<file path="config.mk">
export PLATFORM = sky130hd
export DESIGN_NAME = alu_arbiter
export DESIGN_NICKNAME = d
export VERILOG_FILES = /design/src/rtl/alu_arbiter.sv
export SDC_FILE = /design/constraint.sdc
export NUM_CORES = 1
export LEC_CHECK = 0
export CAP_MARGIN = 10
export CORE_AREA = 5 5 137 139
export CTS_CLUSTER_SIZE = 8
export DETAILED_ROUTE_END_ITERATION = 12
export DIE_AREA = 0 0 142 144
export DONT_BUFFER_PORTS = 1
export PLACE_DENSITY = 0.51
export REMOVE_ABC_BUFFERS = 1
export SLEW_MARGIN = 20
export SYNTH_ARGS = -nofsm -noshare
export SYNTH_HDL_FRONTEND = slang
export SYNTH_SLANG_ARGS = --single-unit
</file>
<file path="constraint.sdc">
create_clock -name clk -period 2.5 [get_ports clk]
set_input_delay 0.5 -clock clk [delete_from_list [all_inputs] [get_ports clk]]
set_output_delay 0.5 -clock clk [all_outputs]
set_load 0.05 [all_outputs]
</file>
<file path="src/rtl/alu_arbiter.sv">
// rtl/alu_arbiter.sv - round-robin sharing of one combinational alu between two requesters
module alu_arbiter #(
  parameter int W   = 32,
  parameter int IRW = 32
) (
  input  logic           clk,
  input  logic           rst,
  input  logic           req0_valid,
  output logic           req0_ready,
  input  logic [IRW-1:0] req0_ir,
  input  logic [W-1:0]   req0_sr,
  input  logic [W-1:0]   req0_tr,
  input  logic           req1_valid,
  output logic           req1_ready,
  input  logic [IRW-1:0] req1_ir,
  input  logic [W-1:0]   req1_sr,
  input  logic [W-1:0]   req1_tr,
  output logic           rsp0_valid,
  input  logic           rsp0_ready,
  output logic           rsp1_valid,
  input  logic           rsp1_ready,
  output logic [W-1:0]   rsp_dr,
  output logic [IRW-1:0] alu_ir,
  output logic [W-1:0]   alu_sr,
  output logic [W-1:0]   alu_tr,
  input  logic [W-1:0]   alu_dr,
  output logic           busy
);

  typedef enum logic [1:0] {IDLE, EXEC, RESP} state_t;

  state_t state, state_nxt;
  logic   last;
  logic   owner;
  logic   grant1;
  logic   accept;
  logic   rsp_hs;

  always_comb begin
    state_nxt  = state;
    // On a tie, the requester that was not served last wins.
    grant1     = req1_valid & (~req0_valid | ~last);
    accept     = (state == IDLE) & (req0_valid | req1_valid);
    req0_ready = (state == IDLE) & req0_valid & ~grant1;
    req1_ready = (state == IDLE) & grant1;
    rsp0_valid = (state == RESP) & ~owner;
    rsp1_valid = (state == RESP) & owner;
    rsp_hs     = owner ? rsp1_ready : rsp0_ready;
    case (state)
      IDLE:    if (accept) state_nxt = EXEC;
      EXEC:    state_nxt = RESP;
      RESP:    if (rsp_hs) state_nxt = IDLE;
      default: state_nxt = IDLE;
    endcase
  end

  always_ff @(posedge clk) begin
    if (rst) begin
      state  <= IDLE;
      busy   <= 1'b0;
      last   <= 1'b1;
      owner  <= 1'b0;
      alu_ir <= '0;
      alu_sr <= '0;
      alu_tr <= '0;
      rsp_dr <= '0;
    end else begin
      state <= state_nxt;
      busy  <= (state_nxt != IDLE);
      // ALU inputs move only on accept so the combinational result stays put.
      if (accept) begin
        owner  <= grant1;
        last   <= grant1;
        alu_ir <= grant1 ? req1_ir : req0_ir;
        alu_sr <= grant1 ? req1_sr : req0_sr;
        alu_tr <= grant1 ? req1_tr : req0_tr;
      end
      if (state == EXEC) rsp_dr <= alu_dr;
    end
  end

endmodule

</file>
==> metrics.yaml, run 1 <==
outcome:
  status: "finished clean"
layout:
  fillers: 1853
  fin_nets: 901
  drive_above_1_share_pct: 13.5
  areaGrowthSynthToFinish_pct: 12.1
  layout_commonest_cell: "nand2_1"
  num_antenna_cells: 0
  seq_area_um2: 2660
  multiInputGateArea_um2: 2870
  utilization_pct: 37.4
  layout_common_cells: "nand2_1, dfxtp_1, a21oi_1"
floorplanning:
  die_area_um2: 20400
  core-area_um2: 17500
  start_util_pct: 33.4
  die_y_um: 144
  io_pins: 363
  die_w_um: 142
  core.rowCount: 49
worst_hold_path:
  hold_path.class: "primary input to flip-flop"
  whs_endpoint: "rsp_dr[10]"
  hold_path_depth: 1
  hp-start: "rst"
timing:
  skew_ns: 0.00909
  setup_tns_ns: 0
  tightestPinTransition_ns: 0.634
  slew_violations: 0
  fmax_ghz: 0.481
  rsz0062_at_grt: "false"
  max_slew_margin_pct: 57.7
  finalSetupViolCount: 0
  finalCritPeriodShare_pct: 83.2
  hold_viol_final: 0
  period_needed_ns: 2.08
power_and_ir_drop:
  leakagePower_nw: 2.36
  pwr-share-clk_pct: 36.7
  p_switching_w: 0.00246
  p_per_area_nw_per_um2: 1020
  comb_power_share_pct: 13.0
  seqPwrFrac_pct: 50.2
  ir_drop_v: 0.000459
  p_sw_share_pct: 36.8
  p_int_w: 0.00424
critical_path:
  crit_type: "flip-flop to primary output"
  path_cells: "nor2b_1 -> and2_1"
  path_delay_family: "simple AND/OR/NAND/NOR gates"
  r2r_slack_ns: 0.94
  r2r-end: "alu_ir[25]"
  arrival_ns: 1.58
  start_kind: "flip-flop"
  timing.rr.start: "state[0]"
  crit_buf_inv: 0
  cp.required_ns: 2.00
  slowest_delay_ns: 0.48
  crit_path_end_kind: "primary output"
  r2r_cells: 4
  critPathSlowestCell: "and2_1"
  cp_max_fo: 5
logic_synthesis:
  ys_types: 23
  syn_inst: 712
  synth-seq-cells: 133
  yosysWarnings: 0
  syn_area_um2: 5850
  synth_area_per_cell_um2: 8.22
  ys_seq_area_share_pct: 45.5
clock_network:
  numCtsBuffers: 17
  clk_pin_slew_worst_paths_ns: 0.06
  cts_resized: 0
  holdBufCountCts: 0
  cts_sinks: 133
  cts-root-buf: "clkbuf_16"
  cts_tree: "done"
  h-tree-depth: 4
  clk_latency_ns: 0.41
  postCtsSetupRepairBufs: 0
  cts_max_path_buffers: 2
drt:
  drc: 0
  wl_per_cell_um: 22.5
  drt_iter0_drc: 332
  wl_met2_um: 10100
  wl_met1_um: 7660
  dr.pass1.iters: 4
  routed_wl_um: 20500
  dr.max_layer_used: "met5"
  via_count: 5227
  dr_wl_met3_um: 2460
  vias_per_cell: 5.73
  ant_nets: 0
grt:
  grt_first_pass_wirelength_um: 29900
  grt_pass1_vias: 5306
  gr-total-overflow: 0
  grt_max_degree: 134
  antenna_found_initial: 1
  grt_use_total_pct: 18.7
placement:
  hpwl_um: 15000
  gp_congestion: 0.875
  io_buffers: 0
flow_run:
  maxCapViolations: 0
[stage by stage]
step           instances  area (µm²)  setup slack [ns]  hold slack, ns  total power [W]
3_3_place_gp         881        5980             0.787           0.584          0.00427
5_1_grt              913        6560             0.346           0.129          0.00699
2_1_floorplan        636        5500             -3.81           0.526          0.00400
6_report             913        6560             0.421           0.157          0.00670
3_5_place_dp         881        5980             0.769           0.587          0.00430
4_1_cts              913        6560             0.405           0.140          0.00678
[logic make-up (layout without fill, tap and decap cells)]
| logic type | after synthesis | count (layout) | share of synthesized area (%) |
|---|---|---|---|
| AOI/OAI and AO/OA | 231 | 231 | 30.6 |
| buffers and inverters | 76 | 48 | 5.95 |
| muxes | 1 | 1 | 0.171 |
| and+or+nand+nor | 271 | 271 | 17.8 |
| DFF | 133 | 133 | 45.5 |
[worst register-to-register path, cell delays in order, from the launching register on]
cell and delay, ns:
dfxtp_1 0.37, nor2_4 0.25, and2_4 0.24, buf_4 0.38
a311oi_2 0.18
[state kept, by name, summed over array words and instances, names as in the netlist]
signal  count
alu_ir     32
alu_sr     32
alu_tr     32
rsp_dr     32
state       2
busy        1
last        1
owner       1
[Yosys cell counts]
cell | number | share of area [%]
or2_1 | 1 | 0.11
buf_6 | 6 | 1.2
nor2_1 | 4 | 0.26
clkbuf_2 | 1 | 0.085
a21boi_0 | 1 | 0.13
nand2b_1 | 1 | 0.11
a311oi_1 | 56 | 8.4
nor3_1 | 1 | 0.085
nand2_1 | 258 | 17
o21ba_2 | 1 | 0.17
and2_1 | 2 | 0.21
a221o_1 | 1 | 0.17
buf_2 | 7 | 0.60
mux2i_1 | 1 | 0.17
a21boi_2 | 1 | 0.19
buf_1 | 2 | 0.13
nor2b_1 | 4 | 0.43
a311oi_2 | 40 | 10
buf_4 | 2 | 0.26
a21oi_1 | 130 | 11
clkbuf_1 | 58 | 3.7
dfxtp_1 | 133 | 46
a21bo_2 | 1 | 0.17
[power by group through the flow]
stage / logic (W) / registers, W / clock network, W
global placement: 0.000853 / 0.00342 / 0
detailed placement: 0.000886 / 0.00342 / 0
finish: 0.000873 / 0.00337 / 0.00246
floorplan: 0.000676 / 0.00332 / 0
global route: 0.000974 / 0.00339 / 0.00262
CTS: 0.000884 / 0.00337 / 0.00253
[cell type report]
| cell class | count | area share [%] |
|---|---|---|
| tap | 229 | 4.37 |
| timing repair buffer | 16 | 2.40 |
| multi-input combinational | 503 | 43.8 |
| clock buffer | 24 | 7.34 |
| clock inverter | 8 | 1.51 |
| sequential | 133 | 40.6 |
[worst max path at each step]
stage | cells past startpoint | startpoint | end
after floorplan | 3 | state[0] | alu_ir[0]
after global placement | 4 | req1_valid | alu_ir[5]
after detailed placement | 4 | req1_valid | alu_tr[1]
after CTS | 2 | state[1] | rsp1_valid
after global routing | 2 | state[1] | rsp1_valid
final | 2 | state[1] | rsp1_valid
[layer usage]
layer / up-vias / track usage, %
met5: - / 0
met4: 2 / 6.06
met3: 27 / 9.62
met2: 281 / 31.1
met1: 2494 / 21.0
li1: 2423 / -
(Power assumes the default switching activity.)
==> inputs of run 2 (changes only) <==
Clock period 2.5 ns to 2 ns, I/O delays scaled along.
==> run 2 against run 1 <==
Register-to-register slack got worse by 0.55 ns. Clock skew increased by 0.00077 ns. Global-route usage decreased by 0.35 points. Critical path depth increased by 2.
==> metrics.yaml, run 2 (synthesis results as in run 1) <==
outcome:
  status: "finished clean"
timing:
  period_needed_ns: 1.90
  skew_ns: 0.00985
  fmax_ghz: 0.526
  finalSetupViolCount: 0
  max_slew_margin_pct: 60.9
  setup_slack_ns: 0.0996
  slew_violations: 0
  finalCritPeriodShare_pct: 95.0
  hold_viol_final: 0
  setup_tns_ns: 0
  tightestPinTransition_ns: 0.585
  fin_hold_ws_ns: 0.0629
  rsz0062_at_grt: "false"
power_and_ir_drop:
  ir_drop_v: 0.000592
  finalPower_w: 0.00862
  leakagePower_nw: 2.42
  p_per_area_nw_per_um2: 1290
layout:
  fin_nets: 908
  num_antenna_cells: 0
  design_area_um2: 6700
  areaGrowthSynthToFinish_pct: 14.5
  drive_above_1_share_pct: 14.8
  layout_commonest_cell: "nand2_1"
  fillers: 1801
  layout_common_cells: "nand2_1, dfxtp_1, a21oi_1"
drt:
  drc: 0
  drt_iter0_drc: 237
  wl_per_cell_um: 22.2
  via_count: 5240
  routed_wl_um: 20400
  dr.pass1.iters: 5
  ant_nets: 0
  vias_per_cell: 5.70
grt:
  gr-total-overflow: 0
  grt_pass1_vias: 5287
  grt_max_degree: 134
  grt_first_pass_wirelength_um: 29700
  antenna_found_initial: 0
  grt_use_total_pct: 18.4
floorplanning:
  core-area_um2: 17500
  core.rowCount: 49
  die_y_um: 144
  die_w_um: 142
  die_area_um2: 20400
  io_pins: 363
  start_util_pct: 33.4
clock_network:
  clk_latency_ns: 0.41
  cts_sinks: 133
  numCtsBuffers: 17
  cts_tree: "done"
  clk_pin_slew_worst_paths_ns: 0.06
  cts_max_path_buffers: 2
  cts-root-buf: "clkbuf_16"
  h-tree-depth: 4
placement:
  post_dp_cell_area_um2: 6050
  gp_congestion: 0.878
  io_buffers: 0
  hpwl_um: 14700
  place_ws_ns: 0.398
worst_hold_path:
  hold_path.class: "primary input to flip-flop"
critical_path:
  crit_type: "flip-flop to primary output"
  crit_path_end_kind: "primary output"
  arrival_ns: 1.50
  cp.required_ns: 1.60
  cp_max_fo: 10
  start_kind: "flip-flop"
flow_run:
  maxCapViolations: 0
run 2: critical path, stage by stage (launching register included):
cell and delay (ns):
dfxtp_1 0.47, a21boi_4 0.11, buf_4 0.19, nor2_1 0.11, buf_4 0.21
run 2: metrics by stage:
step | util, % | cells
5_1_grt | 38.2 | 920
4_1_cts | 38.1 | 919
2_1_floorplan | - | 636
3_3_place_gp | 34.5 | 886
3_5_place_dp | 34.5 | 886
6_report | 38.2 | 920
run 2: path summary, 6_finish.rpt:
check                                start         end  slack [ns]  cells past startpoint
worst max-delay path                  last  req0_ready         0.1                      4
worst min-delay path                   rst  rsp_dr[31]        0.06                      1
worst max register to register    state[1]   alu_tr[7]        0.39                      5
worst min register to register  alu_tr[20]  alu_tr[20]        0.52                      2
run 2: final cells by class:
type	instances	area [µm²]	share of cell area (%)
multi-input combinational	504	2880	43.1
sequential	133	2660	39.7
clock buffer	20	447	6.67
tap	229	287	4.28
timing repair buffer	22	240	3.59
clock inverter	12	179	2.67
run 2: where the power goes:
group          switching [W]  leakage (nW)  internal (W)
clock network        0.00116         0.296       0.00212
registers            0.00124          1.10       0.00295
logic               0.000699          1.03      0.000450
run 2: layer usage:
layer	routed length (µm)	global-route usage (%)
met1	7710	20.6
met2	9970	30.7
met3	2380	9.03
met4	360	6.11
met5	0	0
run 2: repair_timing:
item / in CTS / in global routing
buffers inserted: 1 / 0
pin swaps: 1 / 1
hold buffers: 0 / 0
gates cloned: 0 / 1
gates resized for setup: 0 / 1
endpoints found under the setup margin: 1 / 2
==> inputs of run 3 (changes only) <==
Settings changed: SETUP_SLACK_MARGIN from default to 0.4.
==> run 3 against run 2 <==
Setup slack gained 0.18 ns. Die area unchanged. Worst hold slack worse by 0.0015 ns. Sequential share of layout area is 0.76 points lower. Sequential cell count is the same. Via count increased by 1.8%. Combinational power grew 8%. First-iteration DRC count is 5.1% higher. Cell area is 2.4% higher.
==> metrics.yaml, run 3 (synthesis results as in run 1) <==
power_and_ir_drop:
  leakagePower_nw: 2.48
  ir_drop_v: 0.000590
  p_per_area_nw_per_um2: 1270
  finalPower_w: 0.00872
critical_path:
  cp.required_ns: 1.60
  r2r_slack_ns: 0.37
  path_cells: "nor2_4 -> nand2_2 -> nor2_2 -> buf_6"
  critPathSlowestCell: "dfxtp_4"
  cp_max_fo: 5
  crit_buf_inv: 1
  crit_path_end_kind: "primary output"
  path_delay_family: "flip-flops"
  timing.rr.start: "state[0]"
  r2r-end: "alu_sr[0]"
  slowest_delay_ns: 0.37
  start_kind: "flip-flop"
  arrival_ns: 1.32
  r2r_cells: 5
  crit_type: "flip-flop to primary output"
layout:
  layout_common_cells: "nand2_1, a21oi_1, dfxtp_1"
  drive_above_1_share_pct: 16.8
  areaGrowthSynthToFinish_pct: 17.2
  layout_commonest_cell: "nand2_1"
  fin_nets: 915
  num_antenna_cells: 0
  design_area_um2: 6860
floorplanning:
  core.rowCount: 49
  io_pins: 363
  core-area_um2: 17500
  start_util_pct: 33.4
  die_y_um: 144
  die_w_um: 142
  die_area_um2: 20400
timing:
  fmax_ghz: 0.581
  tightestPinTransition_ns: 0.587
  slew_violations: 0
  finalSetupViolCount: 0
  skew_ns: 0.00871
  rsz0062_at_grt: "true"
  hold_viol_final: 0
  max_slew_margin_pct: 60.8
  setup_tns_ns: 0
  finalCritPeriodShare_pct: 86.0
  fin_hold_ws_ns: 0.0614
  period_needed_ns: 1.72
clock_network:
  holdBufCountCts: 0
  cts_sinks: 133
  h-tree-depth: 4
  clk_latency_ns: 0.41
  cts-root-buf: "clkbuf_16"
  cts_max_path_buffers: 2
  clk_pin_slew_worst_paths_ns: 0.06
  cts_tree: "done"
  numCtsBuffers: 17
drt:
  ant_nets: 0
  drc: 0
  vias_per_cell: 5.76
  via_count: 5336
  wl_per_cell_um: 22.9
  drt_iter0_drc: 249
  routed_wl_um: 21200
  dr.pass1.iters: 5
grt:
  grt_use_total_pct: 18.8
  grt_first_pass_wirelength_um: 30300
  grt_max_degree: 134
  antenna_found_initial: 0
  grt_pass1_vias: 5352
  gr-total-overflow: 0
placement:
  post_dp_cell_area_um2: 6050
  io_buffers: 0
  hpwl_um: 14700
  gp_congestion: 0.878
outcome:
  status: "finished clean"
worst_hold_path:
  hold_path_depth: 1
  whs_endpoint: "rsp_dr[31]"
  hold_path.class: "primary input to flip-flop"
  hp-start: "rst"
flow_run:
  maxCapViolations: 0
run 3: cell types whose count changed in the layout (fill, tap and decap cells not counted), moves of 2 or more:
cell | before | now
clkbuf_16 | 17 | 19
dfxtp_4 | 0 | 3
dfxtp_1 | 133 | 130
nor2b_1 | 3 | 1
buf_6 | 0 | 5
nor2b_4 | 0 | 2
run 3: worst max path at each step:
| stage | start | end | slack (ns) | depth (start not counted) |
|---|---|---|---|---|
| after floorplan | state[0] | alu_ir[0] | -4.31 | 3 |
| after global placement | state[0] | req0_ready | 0.43 | 4 |
| after detailed placement | state[0] | alu_tr[7] | 0.40 | 4 |
| after CTS | last | req1_ready | 0.25 | 3 |
| after global routing | state[0] | req0_ready | 0.21 | 4 |
| final | state[0] | req0_ready | 0.28 | 4 |
run 3: metrics by stage:
step,std cells,utilization (%),worst slack (ns)
2_1_floorplan,636,-,-4.31
3_3_place_gp,886,34.5,0.429
3_5_place_dp,886,34.5,0.398
4_1_cts,925,38.7,0.254
5_1_grt,927,39.1,0.212
6_report,927,39.1,0.280
run 3: what timing repair did:
item,CTS,global route
setup endpoints to repair,11,61
gates cloned,1,2
resized for setup,16,6
pin swaps,2,4
setup buffers,6,0
run 3: metal layers:
metal	track usage (%)	up-vias	share of wire (%)	routed length, µm
met5	0	-	0	0
met4	5.71	0	1.6	342
met3	8.90	27	12	2470
met2	31.6	300	50	10600
met1	21.4	2542	37	7770
li1	-	2467	-	-
run 3: cell type report:
class	instances	area, µm²
Clock inverter	12	179
Fill cell	1795	10700
Sequential cell	133	2670
Timing Repair Buffer	29	354
Tap cell	229	287
Clock buffer	20	447
Multi-Input combinational cell	504	2920
run 3: report_power, final:
part           total (W)  switching [W]  internal (W)
logic            0.00124       0.000736      0.000501
registers        0.00420        0.00124       0.00295
clock network    0.00329        0.00117       0.00212
